`config.mk`:
```
export PLATFORM = sky130hd
export DESIGN_NAME = string_hw_avalon_host_flat
export DESIGN_NICKNAME = d
export VERILOG_FILES = /design/src/rtl/string_hw_avalon_host_if.sv /design/src/rtl/string_hw_avalon_host.sv /design/src/flat_wrapper.sv
export SDC_FILE = /design/constraint.sdc
export NUM_CORES = 1
export LEC_CHECK = 0
export ABC_AREA = 1
export ABC_CLOCK_PERIOD_IN_PS = 4400
export CAP_MARGIN = 0
export CORE_MARGIN = 2
export CORE_UTILIZATION = 48
export DETAILED_ROUTE_END_ITERATION = 6
export GPL_ROUTABILITY_DRIVEN = 0
export PLACE_DENSITY_LB_ADDON = 0.08
export SYNTH_ARGS = -nofsm -noshare
export SYNTH_HDL_FRONTEND = slang
export SYNTH_SLANG_ARGS = --single-unit
export TNS_END_PERCENT = 20
```
`constraint.sdc`:
```
create_clock -name clk -period 4.4 [get_ports clk]
set_input_delay 0.44 -clock clk [delete_from_list [all_inputs] [get_ports clk]]
set_output_delay 0.44 -clock clk [all_outputs]
set_load 0.01 [all_outputs]
```
`src/rtl/string_hw_avalon_host_if.sv`:
```
// Command/response handshake and Avalon-MM bus bundle for the string accelerator host.
// The master modport is the host's view; the slave modport is the client/fabric side.
interface string_hw_avalon_host_if;
    logic        cmd_valid;
    logic        cmd_ready;
    logic [31:0] cmd_a;
    logic [31:0] cmd_b;
    logic [2:0]  cmd_index;
    logic [2:0]  cmd_length;
    logic        rsp_valid;
    logic        rsp_ready;
    logic [31:0] rsp_result;
    logic        rsp_timeout;
    logic [2:0]  avm_address;
    logic        avm_chipselect;
    logic        avm_write;
    logic        avm_read;
    logic [31:0] avm_writedata;
    logic [31:0] avm_readdata;
    logic        avm_waitrequest;

    modport master (
        input  cmd_valid, cmd_a, cmd_b, cmd_index, cmd_length, rsp_ready,
               avm_readdata, avm_waitrequest,
        output cmd_ready, rsp_valid, rsp_result, rsp_timeout,
               avm_address, avm_chipselect, avm_write, avm_read, avm_writedata
    );

    modport slave (
        output cmd_valid, cmd_a, cmd_b, cmd_index, cmd_length, rsp_ready,
               avm_readdata, avm_waitrequest,
        input  cmd_ready, rsp_valid, rsp_result, rsp_timeout,
               avm_address, avm_chipselect, avm_write, avm_read, avm_writedata
    );
endinterface

```
`src/rtl/string_hw_avalon_host.sv`:
```
// Avalon-MM master sequencing one accelerator job per command:
// write A, B, Control(go), poll Status, read Result, clear go, then respond.
module string_hw_avalon_host #(
    parameter int unsigned READ_LATENCY = 1,
    parameter int unsigned POLL_LIMIT   = 1024
) (
    input logic                     clk,
    input logic                     reset,
    string_hw_avalon_host_if.master bus
);
    localparam int unsigned PW = $clog2(POLL_LIMIT + 1);
    localparam logic [2:0] LAT_LOAD = 3'(READ_LATENCY - 1);
    localparam logic [PW-1:0] POLL_MAX = PW'(POLL_LIMIT);

    typedef enum logic [3:0] {
        IDLE, WR_A, WR_B, WR_CTL, RD_STAT, WAIT_STAT, RD_RES, WAIT_RES, CLR_GO, RESP
    } state_e;

    state_e        state_q, state_d;
    logic [31:0]   a_q, a_d;
    logic [31:0]   b_q, b_d;
    logic [2:0]    index_q, index_d;
    logic [2:0]    length_q, length_d;
    logic [PW-1:0] poll_q, poll_d;
    logic [2:0]    lat_q, lat_d;
    logic [31:0]   rsp_result_q, rsp_result_d;
    logic          rsp_timeout_q, rsp_timeout_d;
    logic [2:0]    avm_address_q, avm_address_d;
    logic [31:0]   avm_writedata_q, avm_writedata_d;
    logic          avm_write_q, avm_write_d;
    logic          avm_read_q, avm_read_d;
    logic          accept;
    logic          capture;
    logic          done;
    logic [31:0]   ctl_go;
    logic [31:0]   ctl_clr;

    assign accept  = (avm_write_q | avm_read_q) & ~bus.avm_waitrequest;
    assign capture = (lat_q == '0);
    assign done    = bus.avm_readdata[0];
    assign ctl_go  = {25'd0, length_q, index_q, 1'b1};
    assign ctl_clr = {25'd0, length_q, index_q, 1'b0};

    // Each accept loads the next transaction in the same cycle, so strobes run back-to-back.
    always_comb begin
        state_d         = state_q;
        a_d             = a_q;
        b_d             = b_q;
        index_d         = index_q;
        length_d        = length_q;
        poll_d          = poll_q;
        lat_d           = lat_q;
        rsp_result_d    = rsp_result_q;
        rsp_timeout_d   = rsp_timeout_q;
        avm_address_d   = avm_address_q;
        avm_writedata_d = avm_writedata_q;
        avm_write_d     = avm_write_q;
        avm_read_d      = avm_read_q;

        if (accept) begin
            avm_write_d = 1'b0;
            avm_read_d  = 1'b0;
        end

        case (state_q)
            IDLE: begin
                if (bus.cmd_valid) begin
                    a_d             = bus.cmd_a;
                    b_d             = bus.cmd_b;
                    index_d         = bus.cmd_index;
                    length_d        = bus.cmd_length;
                    poll_d          = '0;
                    avm_write_d     = 1'b1;
                    avm_address_d   = 3'd0;
                    avm_writedata_d = bus.cmd_a;
                    state_d         = WR_A;
                end
            end
            WR_A: begin
                if (accept) begin
                    avm_write_d     = 1'b1;
                    avm_address_d   = 3'd1;
                    avm_writedata_d = b_q;
                    state_d         = WR_B;
                end
            end
            WR_B: begin
                if (accept) begin
                    avm_write_d     = 1'b1;
                    avm_address_d   = 3'd2;
                    avm_writedata_d = ctl_go;
                    state_d         = WR_CTL;
                end
            end
            WR_CTL: begin
                if (accept) begin
                    avm_read_d      = 1'b1;
                    avm_address_d   = 3'd2;
                    avm_writedata_d = '0;
                    state_d         = RD_STAT;
                end
            end
            RD_STAT: begin
                if (accept) begin
                    poll_d  = poll_q + 1'b1;
                    lat_d   = LAT_LOAD;
                    state_d = WAIT_STAT;
                end
            end
            WAIT_STAT: begin
                if (!capture) begin
                    lat_d = lat_q - 1'b1;
                end else if (done) begin
                    avm_read_d    = 1'b1;
                    avm_address_d = 3'd3;
                    state_d       = RD_RES;
                end else if (poll_q == POLL_MAX) begin
                    rsp_timeout_d   = 1'b1;
                    rsp_result_d    = '0;
                    avm_write_d     = 1'b1;
                    avm_address_d   = 3'd2;
                    avm_writedata_d = ctl_clr;
                    state_d         = CLR_GO;
                end else begin
                    avm_read_d    = 1'b1;
                    avm_address_d = 3'd2;
                    state_d       = RD_STAT;
                end
            end
            RD_RES: begin
                if (accept) begin
                    lat_d   = LAT_LOAD;
                    state_d = WAIT_RES;
                end
            end
            WAIT_RES: begin
                if (!capture) begin
                    lat_d = lat_q - 1'b1;
                end else begin
                    rsp_result_d    = bus.avm_readdata;
                    avm_write_d     = 1'b1;
                    avm_address_d   = 3'd2;
                    avm_writedata_d = ctl_clr;
                    state_d         = CLR_GO;
                end
            end
            CLR_GO: begin
                if (accept) begin
                    state_d = RESP;
                end
            end
            RESP: begin
                if (bus.rsp_ready) begin
                    rsp_timeout_d = 1'b0;
                    state_d       = IDLE;
                end
            end
            default: state_d = IDLE;
        endcase
    end

    always_ff @(posedge clk or posedge reset) begin
        if (reset) begin
            state_q         <= IDLE;
            a_q             <= '0;
            b_q             <= '0;
            index_q         <= '0;
            length_q        <= '0;
            poll_q          <= '0;
            lat_q           <= '0;
            rsp_result_q    <= '0;
            rsp_timeout_q   <= 1'b0;
            avm_address_q   <= '0;
            avm_writedata_q <= '0;
            avm_write_q     <= 1'b0;
            avm_read_q      <= 1'b0;
        end else begin
            state_q         <= state_d;
            a_q             <= a_d;
            b_q             <= b_d;
            index_q         <= index_d;
            length_q        <= length_d;
            poll_q          <= poll_d;
            lat_q           <= lat_d;
            rsp_result_q    <= rsp_result_d;
            rsp_timeout_q   <= rsp_timeout_d;
            avm_address_q   <= avm_address_d;
            avm_writedata_q <= avm_writedata_d;
            avm_write_q     <= avm_write_d;
            avm_read_q      <= avm_read_d;
        end
    end

    assign bus.cmd_ready      = (state_q == IDLE);
    assign bus.rsp_valid      = (state_q == RESP);
    assign bus.rsp_result     = rsp_result_q;
    assign bus.rsp_timeout    = rsp_timeout_q;
    assign bus.avm_address    = avm_address_q;
    assign bus.avm_writedata  = avm_writedata_q;
    assign bus.avm_write      = avm_write_q;
    assign bus.avm_read       = avm_read_q;
    assign bus.avm_chipselect = avm_write_q | avm_read_q;
endmodule

```
`src/flat_wrapper.sv`:
```
// flat-port wrapper written by rule: the top's interface ports become plain ports
module string_hw_avalon_host_flat 
#(
    parameter int unsigned READ_LATENCY = 1,
    parameter int unsigned POLL_LIMIT   = 1024
)
  (clk, reset, bus_cmd_valid, bus_cmd_a, bus_cmd_b, bus_cmd_index, bus_cmd_length, bus_rsp_ready, bus_avm_readdata, bus_avm_waitrequest, bus_cmd_ready, bus_rsp_valid, bus_rsp_result, bus_rsp_timeout, bus_avm_address, bus_avm_chipselect, bus_avm_write, bus_avm_read, bus_avm_writedata);
  string_hw_avalon_host_if bus_i ();
  input logic clk;
  input logic reset;
  input wire logic [$bits(bus_i.cmd_valid)-1:0] bus_cmd_valid;
  input wire logic [$bits(bus_i.cmd_a)-1:0] bus_cmd_a;
  input wire logic [$bits(bus_i.cmd_b)-1:0] bus_cmd_b;
  input wire logic [$bits(bus_i.cmd_index)-1:0] bus_cmd_index;
  input wire logic [$bits(bus_i.cmd_length)-1:0] bus_cmd_length;
  input wire logic [$bits(bus_i.rsp_ready)-1:0] bus_rsp_ready;
  input wire logic [$bits(bus_i.avm_readdata)-1:0] bus_avm_readdata;
  input wire logic [$bits(bus_i.avm_waitrequest)-1:0] bus_avm_waitrequest;
  output wire logic [$bits(bus_i.cmd_ready)-1:0] bus_cmd_ready;
  output wire logic [$bits(bus_i.rsp_valid)-1:0] bus_rsp_valid;
  output wire logic [$bits(bus_i.rsp_result)-1:0] bus_rsp_result;
  output wire logic [$bits(bus_i.rsp_timeout)-1:0] bus_rsp_timeout;
  output wire logic [$bits(bus_i.avm_address)-1:0] bus_avm_address;
  output wire logic [$bits(bus_i.avm_chipselect)-1:0] bus_avm_chipselect;
  output wire logic [$bits(bus_i.avm_write)-1:0] bus_avm_write;
  output wire logic [$bits(bus_i.avm_read)-1:0] bus_avm_read;
  output wire logic [$bits(bus_i.avm_writedata)-1:0] bus_avm_writedata;
  assign bus_i.cmd_valid = bus_cmd_valid;
  assign bus_i.cmd_a = bus_cmd_a;
  assign bus_i.cmd_b = bus_cmd_b;
  assign bus_i.cmd_index = bus_cmd_index;
  assign bus_i.cmd_length = bus_cmd_length;
  assign bus_i.rsp_ready = bus_rsp_ready;
  assign bus_i.avm_readdata = bus_avm_readdata;
  assign bus_i.avm_waitrequest = bus_avm_waitrequest;
  assign bus_cmd_ready = bus_i.cmd_ready;
  assign bus_rsp_valid = bus_i.rsp_valid;
  assign bus_rsp_result = bus_i.rsp_result;
  assign bus_rsp_timeout = bus_i.rsp_timeout;
  assign bus_avm_address = bus_i.avm_address;
  assign bus_avm_chipselect = bus_i.avm_chipselect;
  assign bus_avm_write = bus_i.avm_write;
  assign bus_avm_read = bus_i.avm_read;
  assign bus_avm_writedata = bus_i.avm_writedata;
  string_hw_avalon_host #(.READ_LATENCY(READ_LATENCY), .POLL_LIMIT(POLL_LIMIT)) u_core (.clk(clk), .reset(reset), .bus(bus_i));
endmodule
```
==> results of run 1 <==
==> metal layers <==
layer,vias to the layer above,wire length [um],part of all wire,global-route usage
met5,-,0,0,0
met4,0,277,0.017,0.0817
met3,25,1380,0.082,0.0800
met2,235,8150,0.49,0.413
met1,2771,6920,0.41,0.323
li1,2824,-,-,-
==> through the flow <==
stage	hold WS (ps)	instances	instance area (um^2)	power, mW
2_1_floorplan	433	785	6020	3.64
3_3_place_gp	448	1097	7830	4.45
3_5_place_dp	458	1097	7830	4.55
4_1_cts	470	1129	8410	5.95
5_1_grt	486	1129	8410	6.36
6_report	467	1129	8410	5.93
==> state kept, by name (all words and copies together) (netlist names) <==
signal,count
u_core.b_q,32
u_core.bus.avm_address,2
u_core.bus.avm_read,1
u_core.bus.avm_write,1
u_core.bus.avm_writedata,32
u_core.bus.rsp_result,32
u_core.bus.rsp_timeout,1
u_core.index_q,3
u_core.lat_q,3
u_core.length_q,3
u_core.poll_q,11
u_core.state_q,4
==> critical path: cells and delay by family (launching register included) <==
family	cells	cell delay [ps]
AND/OR/NAND/NOR	7	2380
flip-flops	1	560
==> cells in the final DEF (no fill, tap or decap), drive strengths merged <==
cell type	synthesis	final
nor2	41	41
clkbuf	8	25
nand2	355	355
clkinv	0	5
inv	46	46
buf	28	2
nand3b	1	1
o21ai	31	31
nand3	127	127
conb	1	1
nand4	11	11
a21oi	7	7
bufinv	0	2
clkdlybuf4s50	0	178
ha	4	4
dfrtp	125	125
==> how the worst min path moves through the flow <==
| stage | start | to | cells after the start | slack, ps |
|---|---|---|---|---|
| 5_1_grt | u_core.bus.rsp_result[15]$_DFFE_PP0P_ | u_core.bus.rsp_result[15]$_DFFE_PP0P_ | 2 | 490 |
| 3_3_place_gp | u_core.lat_q[2]$_DFFE_PP0P_ | u_core.lat_q[2]$_DFFE_PP0P_ | 1 | 450 |
| 4_1_cts | u_core.bus.rsp_result[15]$_DFFE_PP0P_ | u_core.bus.rsp_result[15]$_DFFE_PP0P_ | 2 | 470 |
| 2_1_floorplan | u_core.lat_q[2]$_DFFE_PP0P_ | u_core.lat_q[2]$_DFFE_PP0P_ | 1 | 430 |
| 6_report | u_core.bus.rsp_result[4]$_DFFE_PP0P_ | u_core.bus.rsp_result[4]$_DFFE_PP0P_ | 2 | 470 |
| 3_5_place_dp | u_core.bus.rsp_result[23]$_DFFE_PP0P_ | u_core.bus.rsp_result[23]$_DFFE_PP0P_ | 2 | 460 |
==> power breakdown <==
part | switching [mW] | internal [mW] | total (mW)
Combinational | 1.67 | 1.02 | 2.69
Sequential | 0.262 | 1.60 | 1.86
Clock | 0.485 | 0.888 | 1.37
Total | 2.42 | 3.51 | 5.93
==> kinds of logic after synthesis <==
kind of cell             count (synthesis)
AO/OA/AOI/OAI                           38
adder cells (fa/ha/maj)                  4
AND/OR/NAND/NOR                        535
flip-flops                             125
buffers and inverters                   82
other                                    1
==> layout make-up <==
cell class                 instances  area (um^2)
clock buffer                      25          495
clock inverter                     7         85.1
fill                            1017         3710
inverter                          46          175
multi-input combinational        578         2510
sequential                       125         3130
tap                              168          210
timing repair buffer             180         1800
==> flow_summary.toml, run 1 <==
[die]
dieArea_mm2 = 0.0135
start_util = 0.497
dieWidth_um = 116
rows = 40
coreArea_mm2 = 0.0121
die_height_um = 116
io_pins = 180

[worst_setup_path]
ff2ff_setup_slack_ps = 1350
cp_slowest_cell = "nor2_4"
worstSetupEndpoint = "u_core.bus.avm_writedata[22]$_DFFE_PP0P_"
ff2ff_path_depth = 7
crit_path_start = "u_core.state_q[0]$_DFFE_PP0P_"
path_max_fanout = 35
critical_path.startpoint_type = "flip-flop"
end_kind = "flip-flop"
crit_type = "flip-flop to flip-flop"
regToRegStartpoint = "u_core.state_q[0]$_DFFE_PP0P_"
path_cells = "nand2_2, nand2_1, nand3_2, nor2_4, nand2_2, nand2_1, nand2_1"
timing.rr.end = "u_core.bus.avm_writedata[22]$_DFFE_PP0P_"
critPathMostFrequentCell = "nand2_1"
critPathRequiredTime_ps = 4700
slowest_delay_ps = 650
cp.arrival_ps = 3350

[yosys]
synth_common_cells = "348 x nand2_1, 125 x dfrtp_1, 125 x nand3_1, 42 x inv_1, 34 x nor2_1"
synthAdderAreaFrac = 0.00831
synthMuxAreaShare = 0
synth_xor_area_frac = 0
ys_seq_elements = 125
synth_edf_count = 0
syn_avg_cell_area_um2 = 7.67
yosys.area.top_type = "dfrtp_1"
yosys.area.top_type_share = 0.520
synth_ff_type = "dfrtp_1"
synth_fp_nets = 896
synth_cells = 785
ys_seq_area_frac = 0.520
synthSimpleGateAreaFrac = 0.377
synthTopCellsByArea = "dfrtp_1 52%, nand2_1 22%, nand3_1 10%"
synth_top_family_by_area = "simple AND/OR/NAND/NOR gates"
synth_compound_area_frac = 0.0316
async_flop_share = 1.00
synth_cell_types = 23
ys_warn_count = 0
yosysMostFrequentCell = "nand2_1"
syn_area_mm2 = 0.00602

[clock_tree]
cts_tree = "done"
h-tree-depth = 4
cts_buffers = 17
clkSinkCount = 125
cts_resized = 0
post-cts-setup-buffer-count = 0
postCtsHoldBufs = 0
clock_latency_ps = 420
cts_root_buf = "clkbuf_16"
clkTransAtPathRegs_ps = 50
clock_path_buffers = 2

[drt]
vias_per_cell = 5.19
ant_nets = 0
wl_um = 16700
wl_per_cell_um = 14.8
drt-initial-drc-count = 560
drt-pass1-iter-count = 6
dr_total_vias = 5855
drc = 0

[power]
peakVddDrop_mv = 0.347
p_leak_nw = 4.26
power_density_mw_per_mm2 = 706

[outcome]
status = "complete, no violations"

[global_routing]
first_global_vias = 5627
grt_usage = 0.253
antenna_found_initial = 0
grt_max_degree = 80
grt.overflow.total = 0
grt_first_pass_wirelength_um = 26400

[min_path]
hold_class = "flip-flop to flip-flop"

[timing]
max_clock_freq_ghz = 0.328
fin_crit_ps = 3050
hold_violations = 0
skew_ps = 5.62
finalSetupTns_ps = 0
rsz0062_at_grt = "false"
slew_headroom = 0.138
setup_viol = 0
fin_crit_sh = 0.694
drv_slew = 0
fin_ws_ps = 1350
tightest_slew_ps = 1290

[job]
max-cap-violations = 0

[placement]
post-dp-hpwl_um = 11400
io_buffer_count = 178
pre_cts_ws_ps = 1400

[cells_and_area]
final_core_util = 0.694
layout-drive-gt1-share = 0.0541
nets = 1059
antenna_cells = 0
synthToLayoutAreaGrowth_pct = 39.6
(Power assumes the default switching activity.)
==> inputs of run 2 (changes only) <==
Settings changed: ABC_CLOCK_PERIOD_IN_PS 4400 to 2620, CORE_UTILIZATION 48 to 43.
Clock period 4.4 ns to 2.62 ns, I/O delays scaled along.
==> run 2 against run 1 <==
Flip-flop and latch count unchanged; sequential share of layout area down 0.55 points; clock-buffer cell count shrank 1; setup slack lost 1000 ps; global-route usage is 2.2 points lower; die area up 11%; final cell count up 1.7%; critical path type is now flip-flop to primary output; largest cell class unchanged.
==> flow_summary.toml, run 2 (synthesized netlist as in run 1, its figures left out) <==
[worst_setup_path]
cp.arrival_ps = 2060
regToRegStartpoint = "u_core.poll_q[0]$_DFFE_PP0P_"
end_kind = "primary output"
crit_path_start = "u_core.state_q[3]$_DFFE_PP0P_"
worstSetupEndpoint = "bus_cmd_ready"
critPathRequiredTime_ps = 2360
path_max_fanout = 7
critical_path.startpoint_type = "flip-flop"
ff2ff_path_depth = 9
ff2ff_setup_slack_ps = 600
timing.rr.end = "u_core.bus.avm_writedata[23]$_DFFE_PP0P_"
crit_type = "flip-flop to primary output"

[clock_tree]
postCtsHoldBufs = 0
cts_buffers = 17
clkSinkCount = 125
clock_latency_ps = 420
clkTransAtPathRegs_ps = 60
cts_root_buf = "clkbuf_16"
h-tree-depth = 4
clock_path_buffers = 2
cts_tree = "done"
cts_resized = 0
post-cts-setup-buffer-count = 0

[timing]
drv_slew = 0
skew_ps = 7.33
max_clock_freq_ghz = 0.431
hold_violations = 0
slew_headroom = 0.561
setup_viol = 0
fin_crit_ps = 2320
whs_ps = 92.6
finalSetupTns_ps = 0
rsz0062_at_grt = "false"
tightest_slew_ps = 657
fin_crit_sh = 0.886

[drt]
wl_um = 16600
dr_total_vias = 5727
drc = 0
wl_per_cell_um = 14.5
drt-initial-drc-count = 453
ant_nets = 0
vias_per_cell = 4.99
drt-pass1-iter-count = 5

[cells_and_area]
instances_no_fill = 1148
layout_commonest_cell = "nand2_1"
synthToLayoutAreaGrowth_pct = 41.7
layout-drive-gt1-share = 0.0630
final_cell_mix = "348 x nand2_1, 178 x clkdlybuf4s50_1, 125 x nand3_1, 125 x dfrtp_1, 41 x inv_1"
nets = 1068
antenna_cells = 0
fillers = 1239

[global_routing]
grt_usage = 0.231
grt_first_pass_wirelength_um = 27100
antenna_found_initial = 0
grt_max_degree = 92
grt.overflow.total = 0
first_global_vias = 5627

[die]
rows = 43
io_pins = 180
dieWidth_um = 122
start_util = 0.437
die_height_um = 122
coreArea_mm2 = 0.0138
dieArea_mm2 = 0.0150

[placement]
io_buffer_count = 178
post-dp-hpwl_um = 11500
dp.cells = 1118

[job]
max-cap-violations = 0

[power]
peakVddDrop_mv = 0.739
power_density_mw_per_mm2 = 1190
p_leak_nw = 4.32

[min_path]
hold_class = "input port to async pin"

[outcome]
status = "complete, no violations"
==> run 2: changes by cell type in the layout (fill, tap and decap cells not counted), sizes merged <==
cell and change:
clkbuf -1, buf +9, clkinvlp +2, bufinv +1, clkinv -3, inv -1
==> run 2: area by class of cell <==
cell class	instances	area, um^2	area share
Sequential cell	125	3130	0.367
Clock buffer	24	502	0.0588
Timing Repair Buffer	189	1880	0.220
Inverter	46	176	0.0207
Multi-Input combinational cell	578	2510	0.295
Tap cell	180	225	0.0264
Clock inverter	6	108	0.0126
==> run 2: worst max-delay path: stages (launching register included) <==
cell and delay [ps]:
dfrtp_1 460, nor2_2 310, nand2_1 190, inv_2 120, clkdlybuf4s50_1 570
==> run 2: how the worst min path moves through the flow <==
| stage | start | to | slack [ps] | cells past startpoint |
|---|---|---|---|---|
| 2_1_floorplan | bus_cmd_b[0] | u_core.b_q[0]$_DFFE_PP0P_ | 380 | 2 |
| 3_3_place_gp | u_core.lat_q[2]$_DFFE_PP0P_ | u_core.lat_q[2]$_DFFE_PP0P_ | 450 | 1 |
| 3_5_place_dp | u_core.lat_q[2]$_DFFE_PP0P_ | u_core.lat_q[2]$_DFFE_PP0P_ | 450 | 1 |
| 4_1_cts | reset | u_core.bus.rsp_result[29]$_DFFE_PP0P_ | 80 | 2 |
| 5_1_grt | reset | u_core.bus.rsp_result[29]$_DFFE_PP0P_ | 90 | 2 |
| 6_report | reset | u_core.bus.rsp_result[29]$_DFFE_PP0P_ | 90 | 2 |
==> run 2: per-layer routing <==
metal  GRT usage  wire (um)  vias up
met2       0.383       8090      192
met4      0.0718        244        0
met5           0          0        -
met3      0.0734       1300       21
li1            -          -     2836
met1       0.288       6950     2678
==> run 2: through the flow <==
stage,power (mW),util,setup WS [ps],instance area (um^2)
finish,10.2,0.619,299,8530
global route,11.0,0.619,186,8530
CTS,10.2,0.619,297,8530
detailed placement,7.76,0.575,478,7920
global placement,7.62,0.575,584,7920
floorplan,6.11,-,819,6020
==> run 2: power breakdown <==
part           total (mW)  switching (mW)  internal, mW  leakage (nW)
registers            3.12           0.430          2.69          1.62
logic                4.62            2.82          1.80          2.40
clock network        2.41           0.803          1.61         0.298
==> inputs of run 3 (changes only) <==
Settings changed: PLACE_DENSITY set to 0.87, PLACE_DENSITY_LB_ADDON 0.08 to not set.
==> run 3 against run 2 <==
Die area unchanged; maximum frequency is 3.3% lower; largest power group unchanged; sequential share of layout area is 0.50 points lower; critical path depth did not move.
==> flow_summary.toml, run 3 (synthesized netlist as in run 1, its figures left out) <==
[worst_setup_path]
cp.arrival_ps = 2140
crit_type = "flip-flop to primary output"
ff2ff_path_depth = 9
regToRegStartpoint = "u_core.state_q[0]$_DFFE_PP0P_"
crit_path_start = "u_core.state_q[0]$_DFFE_PP0P_"
path_max_fanout = 12
critPathRequiredTime_ps = 2360
end_kind = "primary output"
critical_path.startpoint_type = "flip-flop"

[timing]
fin_ws_ps = 221
max_clock_freq_ghz = 0.417
setup_viol = 0
fin_crit_ps = 2400
rsz0062_at_grt = "false"
finalSetupTns_ps = 0
drv_slew = 0
skew_ps = 13.9
hold_violations = 0
tightest_slew_ps = 684
slew_headroom = 0.543
fin_crit_sh = 0.916

[drt]
drt-pass1-iter-count = 5
wl_um = 16800
wl_per_cell_um = 14.6
dr_total_vias = 5900
drc = 0
drt-initial-drc-count = 539
ant_nets = 0
vias_per_cell = 5.12

[clock_tree]
post-cts-setup-buffer-count = 0
cts_root_buf = "clkbuf_16"
h-tree-depth = 4
clock_latency_ps = 420
postCtsHoldBufs = 0
cts_buffers = 17
clkSinkCount = 125
clock_path_buffers = 2
cts_tree = "done"
clkTransAtPathRegs_ps = 60
cts_resized = 0

[placement]
io_buffer_count = 178
dpl_cell_area_mm2 = 0.00796
pre_cts_ws_ps = 517
post-dp-hpwl_um = 11400

[global_routing]
grt_max_degree = 37
first_global_vias = 5757
grt.overflow.total = 0
grt_first_pass_wirelength_um = 27000
antenna_found_initial = 0
grt_usage = 0.231

[cells_and_area]
synthToLayoutAreaGrowth_pct = 43.7
layout_commonest_cell = "nand2_1"
final_core_util = 0.628
final_area_mm2 = 0.00865
antenna_cells = 0
nets = 1070
layout-drive-gt1-share = 0.0689
final_cell_mix = "348 x nand2_1, 178 x clkdlybuf4s50_1, 125 x nand3_1, 125 x dfrtp_1, 41 x inv_1"

[power]
power_density_mw_per_mm2 = 1220
peakVddDrop_mv = 0.620
p_leak_nw = 4.37
total_power_mw = 10.5

[die]
io_pins = 180
coreArea_mm2 = 0.0138
rows = 43
dieWidth_um = 122
die_height_um = 122
dieArea_mm2 = 0.0150
start_util = 0.437

[job]
max-cap-violations = 0

[min_path]
hold_class = "input port to async pin"

[outcome]
status = "complete, no violations"
==> run 3: cell types whose count changed in the layout (fill, tap and decap cells not counted) <==
cell / delta
buf_12: +2
bufinv_16: +3
clkbuf_1: -2
clkinv_2: -1
clkbuf_8: -3
inv_6: +1
clkinvlp_4: +1
clkinv_4: +3
==> run 3: worst paths after layout <==
path                                                    endpoint  slack (ps)
hold reg to reg            u_core.bus.rsp_result[11]$_DFFE_PP0P_         470
min in group clk                      u_core.b_q[18]$_DFFE_PP0P_         380
hold / removal             u_core.bus.rsp_result[20]$_DFFE_PP0P_         300
max in group asynchronous              u_core.b_q[6]$_DFFE_PP0P_        1720
setup reg to reg                    u_core.poll_q[6]$_DFFE_PP0P_         550
setup / recovery                                   bus_cmd_ready         220
==> run 3: per-stage QoR <==
stage / cells / hold slack, ps
2_1_floorplan: 785 / 379
3_3_place_gp: 1120 / 452
3_5_place_dp: 1120 / 458
4_1_cts: 1152 / 304
5_1_grt: 1152 / 354
6_report: 1152 / 297
==> run 3: metal layers <==
metal / wire (um) / GRT usage / share of wire
met1: 6750 / 0.285 / 0.40
met2: 8370 / 0.383 / 0.50
met3: 1350 / 0.0613 / 0.080
met4: 378 / 0.0955 / 0.022
met5: 0 / 0 / 0
==> run 3: critical path, cell delays in order (launching register included) <==
cell,delay (ps)
dfrtp_1,520
nor2_1,310
nand2_1,200
inv_2,130
clkdlybuf4s50_1,570
==> run 3: layout make-up <==
| cell class | count | area [um^2] |
|---|---|---|
| clock buffer | 19 | 453 |
| sequential | 125 | 3130 |
| fill | 1154 | 5120 |
| tap | 180 | 225 |
| timing repair buffer | 191 | 1920 |
| clock inverter | 13 | 235 |
| multi-input combinational | 578 | 2510 |
| inverter | 46 | 176 |
==> run 3: report_power, final <==
| group | leakage (nW) | switching [mW] | total [mW] | internal [mW] |
|---|---|---|---|---|
| clock network | 0.330 | 0.880 | 2.72 | 1.84 |
| logic | 2.42 | 2.87 | 4.67 | 1.80 |
| registers | 1.62 | 0.447 | 3.14 | 2.69 |
